`config.mk`:
```
export PLATFORM = sky130hd
export DESIGN_NAME = clock_divider
export DESIGN_NICKNAME = d
export VERILOG_FILES = /design/src/rtl/clock_divider.sv
export SDC_FILE = /design/constraint.sdc
export NUM_CORES = 1
export LEC_CHECK = 0
export BUFFER_PORTS_ARGS = -buffer_cell sky130_fd_sc_hd__buf_2
export CAP_MARGIN = 5
export CORE_AREA = 2 2 63 65
export DETAILED_ROUTE_END_ITERATION = 16
export DIE_AREA = 0 0 65 67
export PLACE_DENSITY = 0.51
export SYNTH_ARGS = -nofsm -noshare
export SYNTH_HDL_FRONTEND = slang
export SYNTH_SLANG_ARGS = --single-unit
```
`constraint.sdc`:
```
create_clock -name clock -period 5.95 [get_ports clock]
set_input_delay 0.2975 -clock clock [delete_from_list [all_inputs] [get_ports clock]]
set_output_delay 0.2975 -clock clock [all_outputs]
set_load 0.01 [all_outputs]
```
`src/rtl/clock_divider.sv`:
```
// clock_divider: derives a one-cycle tick every div_q clocks and a 50%-duty
// square wave clk_div toggling on every tick.
// Start/stop command interface.
// The optional tick counter output tick_cnt is enabled by defining TICK_COUNT_EN.
//
// state | meaning
// IDLE  | halted, outputs quiet, waiting for start
// RUN   | counting clocks, emitting tick / clk_div

module clock_divider #(
   parameter int WIDTH = 8,
   parameter int CNT_W = 16
) (
   input  logic             clock,
   input  logic             reset,
   input  logic             start,
   input  logic             stop,
   input  logic [WIDTH-1:0] div,
   output logic             busy,
   output logic             tick,
`ifdef TICK_COUNT_EN
   output logic [CNT_W-1:0] tick_cnt,
`endif
   output logic             clk_div
);

   typedef enum logic {IDLE, RUN} state_t;

   localparam logic [WIDTH-1:0] ONE = WIDTH'(1);

   state_t           state_q, state_d;
   logic [WIDTH-1:0] div_q, div_d;
   logic [WIDTH-1:0] cnt_q, cnt_d;
   logic             tick_q, tick_d;
   logic             clk_div_q, clk_div_d;
   logic             busy_q, busy_d;

   // next-state and next-output decode
   always_comb begin
      state_d   = state_q;
      div_d     = div_q;
      cnt_d     = cnt_q;
      tick_d    = 1'b0;
      clk_div_d = clk_div_q;
      busy_d    = busy_q;
      case (state_q)
         IDLE: begin
            // stop alone is ignored here; start wins over a simultaneous stop
            if (start) begin
               state_d   = RUN;
               div_d     = (div == '0) ? ONE : div;
               cnt_d     = '0;
               busy_d    = 1'b1;
               clk_div_d = 1'b0;
            end
         end
         RUN: begin
            // stop suppresses a tick that would fall on the same edge
            if (stop) begin
               state_d   = IDLE;
               cnt_d     = '0;
               clk_div_d = 1'b0;
               busy_d    = 1'b0;
            end else if (cnt_q == div_q - ONE) begin
               tick_d    = 1'b1;
               cnt_d     = '0;
               clk_div_d = ~clk_div_q;
            end else begin
               cnt_d     = cnt_q + ONE;
            end
         end
         default: state_d = IDLE;
      endcase
   end

   // state and output registers
   always_ff @(posedge clock) begin
      if (reset) begin
         state_q   <= IDLE;
         div_q     <= '0;
         cnt_q     <= '0;
         tick_q    <= 1'b0;
         clk_div_q <= 1'b0;
         busy_q    <= 1'b0;
      end else begin
         state_q   <= state_d;
         div_q     <= div_d;
         cnt_q     <= cnt_d;
         tick_q    <= tick_d;
         clk_div_q <= clk_div_d;
         busy_q    <= busy_d;
      end
   end

   assign busy    = busy_q;
   assign tick    = tick_q;
   assign clk_div = clk_div_q;

`ifdef TICK_COUNT_EN
   logic [CNT_W-1:0] tick_cnt_q;

   // counts cycles with tick high, saturating; cleared by an accepted start
   always_ff @(posedge clock) begin
      if (reset) begin
         tick_cnt_q <= '0;
      end else if (state_q == IDLE && start) begin
         tick_cnt_q <= '0;
      end else if (tick_q && tick_cnt_q != '1) begin
         tick_cnt_q <= tick_cnt_q + CNT_W'(1);
      end
   end

   assign tick_cnt = tick_cnt_q;
`endif

endmodule
```
* Word level (Yosys, flattened, before mapping)
Index checks and enable logic that the tools add are counted.
** Cells by class
- Reduce and logical (&&, ||, !) cells :: 5
- Muxes and demuxes :: 16
- Bitwise gates (word level) :: 2
- Equality and inequality tests :: 4
- Add/subtract/negate cells :: 2
** Operators by type and width (number)
- $mux 8 :: 4
- $pmux 8 s2 :: 1
- $add 8x1->8 const B :: 1
- $eq 8x8->1 :: 1
- $logic_not 8->1 :: 1
- $mux 1 :: 8
- $sub 8x1->8 const B :: 1
- $pmux 1 s2 :: 3
- $reduce_and 2->1 :: 3
- $ne 2x2->1 const B :: 2
- $ne 3x2->1 const B :: 1
- $reduce_or 3->1 :: 1
- $not 1->1 :: 2
** Word-level totals
- Bits in registers :: 20
- Output and inout bits :: 3
- Bits of input ports :: 12
- Logic and storage cells :: 35

* Logic depth before layout (Yosys ltp)
- Word-level depth :: 5
- Depth in mapped cells :: 8
- Mapped depth without buffers :: 8

* Worst setup path before layout
OpenSTA, ideal clock, no wires.
- Path kind :: register -> register
- Start point :: reg div_q[0]
- End point :: reg clk_div_q, in the netlist clk_div
- Clock period less this slack :: 1911 ps
- Stages on the path, launching flop included :: 9
- Setup time :: 75 ps
- Arrival time :: 1836 ps
- Buffers on the path :: 0
- Path slack :: 4039 ps
- Data required time :: 5875 ps
- Path through :: dfxtp_1 > inv_1 > ha_1 > nor2b_1 > a21oi_2 > nor4b_2 > o211ai_2 > or3_1 > a31oi_1
** Between the ends
- Word-level cells in the longest chain between the ends :: 4
** RTL lines
- from (decl) :: RTL line 32 : logic [WIDTH-1:0] div_q, div_d;
- from (signal assigned) :: RTL line 87 : div_q <= div_d;
- $sub 8x1->8 :: RTL line 64 : end else if (cnt_q == div_q - ONE) begin
- $eq 8x8->1 :: RTL line 64
- $ne 3x2->1 (no source line)
- $reduce_and 2->1 (no source line)
- to (signal assigned) :: RTL line 90 : clk_div_q <= clk_div_d;
- to (decl) :: RTL line 35 : logic clk_div_q, clk_div_d;
Every way passes these cells.
A chain may end at the register's enable or synchronous reset.

* Worst setup path after layout
Ends and elaborated chain as after synthesis.

==> out/results.txt <==
status: complete, no violations
Core Rows: 22
Tot Pwr: 0.000291 W
post-CTS setup buffer count: 0
Async SR Flop Fraction: 0%
yosys warns: 0
via density per instance: 4.93
GRT Residual Overflow: 0
Initial Utilization: 29.7%
CTS buffer count: 3
Leak: 0.448 nW
register area share after synthesis: 37.4%
Arr. time, crit path: 2.30 ns
largest net degree at the start of global routing: 22
DRT iter0 DRCs: 21
die footprint: 4360 um^2
Die Ht: 67 um
main flop type after synthesis: dfxtp_1
Syn Area/Cell: 8.18 um^2
TritonCTS clock tree: built
Die W: 65 um
Residual DRC: 0
worst hold path class: input port to flip-flop
CTS Buffer Depth: 2
Tot GR Track Use: 12.1%
global-route wire length before repair: 3.97 mm
Period minus WS final: 2.12 ns
PortBufs: 14
antenna viol nets, final: 0
#FFs+latches synth: 20
area grow syn2layout: 15.0%
WL/cell: 12.5 um
Pre-Repair DR Iteration Count: 4
Root Buffer: clkbuf_8
CP Max Fanout: 6
# diodes: 0
max cap viols: 0
crit share post-route: 35.6%
RD Place Congestion: 0.751
worst path required time: 6.14 ns
core area: 3610 um^2
VDD IR-drop max: 0.145 mV
Achievable Freq: 0.473 GHz
Critical Path Start Type: flip-flop
Cell Pwr Density: 236 nW/um^2
final hold violation count: 0
Rel. slew slack: 59.4%
clock sinks: 20
syn_nets: 145
layout cells sized above 1: 16.8%
Clock Latency Late Sink: 0.26 ns
# resized after CTS: 0
Post-synth EDFFs: 0
Vias: 942
final core occ: 34.1%
final wirelength: 2.38 mm
# IOs: 15
initial antenna violation count: 0
Slew Limit Fails: 0
RSZ-0062 raised after global routing: no
Worst-Margin Slew: 0.608 ns
Final Skew: 0.00396 ns
synthesized area: 1070 um^2
Nets: 158
# setup viols final: 0
Unique masters post-synth: 36
clock slew at reported path FFs: 0.07 ns
Worst setup EP type: flip-flop
H-tree lvl count: 1
TNS Setup: 0 ns
post-synthesis cell count: 131
# hold bufs at CTS: 0
Crit Path Class: flip-flop to flip-flop
vias in the first global route: 915
Detail Placement HPWL: 1.80 mm
==> critical path, stage by stage, from the launching register on <==
cell and delay (ns):
dfxtp_1 0.36, inv_1 0.09, ha_1 0.24, nor2b_1 0.23, a21oi_2 0.08, nor4b_2 0.32
o211ai_2 0.21, or3_1 0.34, a31oi_1 0.17
==> per-stage QoR <==
stage | setup slack (ns) | cells | hold slack, ns | instance area [um^2]
CTS | 3.82 | 191 | 0.282 | 1230
detailed placement | 3.82 | 187 | 0.472 | 1180
floorplan | 4.04 | 131 | 0.433 | 1070
global route | 3.67 | 191 | 0.297 | 1230
finish | 3.83 | 191 | 0.287 | 1230
global placement | 3.95 | 187 | 0.466 | 1180
==> cell usage after synthesis, drive strengths merged (2+ instances only) <==
library cell	n	share of area, %
clkbuf	5	1.9
a211oi	2	1.4
nor3	9	4.7
o31ai	2	1.4
nand2b	2	1.2
xnor2	7	5.7
inv	2	0.70
nand4	5	2.9
nand3	3	1.4
xor2	6	4.9
dfxtp	20	37
nor2b	4	2.3
ha	2	2.3
nand4b	2	1.6
nand2	21	7.4
nor4	2	1.8
or3	2	1.2
a21oi	13	6.8
a31oi	2	1.2
nor2	8	2.8
==> power by group <==
part	switching [W]	internal, W
clock	0.0000447	0.0000589
combinational	0.0000244	0.0000180
sequential	0.00000626	0.000139
total	0.0000754	0.000216
==> placed cells by master, fill, tap and decap left out, types with 3 or more instances in the layout <==
cell type | netlist | routed
nor2b_1 | 4 | 4
a21oi_1 | 11 | 11
nand3_1 | 3 | 3
nand2_1 | 21 | 21
xor2_1 | 6 | 6
nand4_1 | 5 | 5
nor2_1 | 8 | 8
buf_2 | 1 | 14
dfxtp_1 | 20 | 20
nor3_1 | 8 | 8
xnor2_1 | 7 | 7
clkbuf_8 | 0 | 4
==> metal layers <==
metal  share of wire [%]  track usage (%)
met4                 1.9             6.65
met5                   0                0
met3                 2.8             2.20
met2                  50             22.2
met1                  45             13.2
==> registers in the layout, summed over array words and instances, names as in the netlist <==
register,count
clk_div,1
cnt_q,8
state_q,1
tick,1
div_q,8
busy,1
==> layout make-up <==
cell class                      instances  area (um^2)
Timing Repair Buffer                   14         70.1
Multi-Input combinational cell        103          638
Tap cell                               48         60.1
Fill cell                             396         2370
Sequential cell                        20          400
Inverter                                2         7.51
Clock buffer                            4         55.1
==> logic make-up (layout without fill, tap and decap cells) <==
group	after synthesis	count (layout)	share of synthesized area, %
buffers and inverters	8	20	3.04
xor gates and xnor gates	13	13	10.6
DFF	20	20	37.4
and+or+nand+nor	63	63	31.2
AOI/OAI and AO/OA	25	25	15.4
adders and majority gates	2	2	2.34
==> path summary, 6_finish.rpt <==
check / startpoint / endpoint / slack [ns] / depth (start not counted)
worst min-delay path: div[2] / div_q[2]$_SDFFE_PP0P_ / 0.29 / 3
worst max-delay path: div_q[0]$_SDFFE_PP0P_ / clk_div$_SDFFE_PP0P_ / 3.83 / 8
worst max register to register: div_q[0]$_SDFFE_PP0P_ / clk_div$_SDFFE_PP0P_ / 3.83 / 8
worst min register to register: div_q[7]$_SDFFE_PP0P_ / div_q[7]$_SDFFE_PP0P_ / 0.48 / 2
Note: power is estimated with default switching activity, not from simulation.
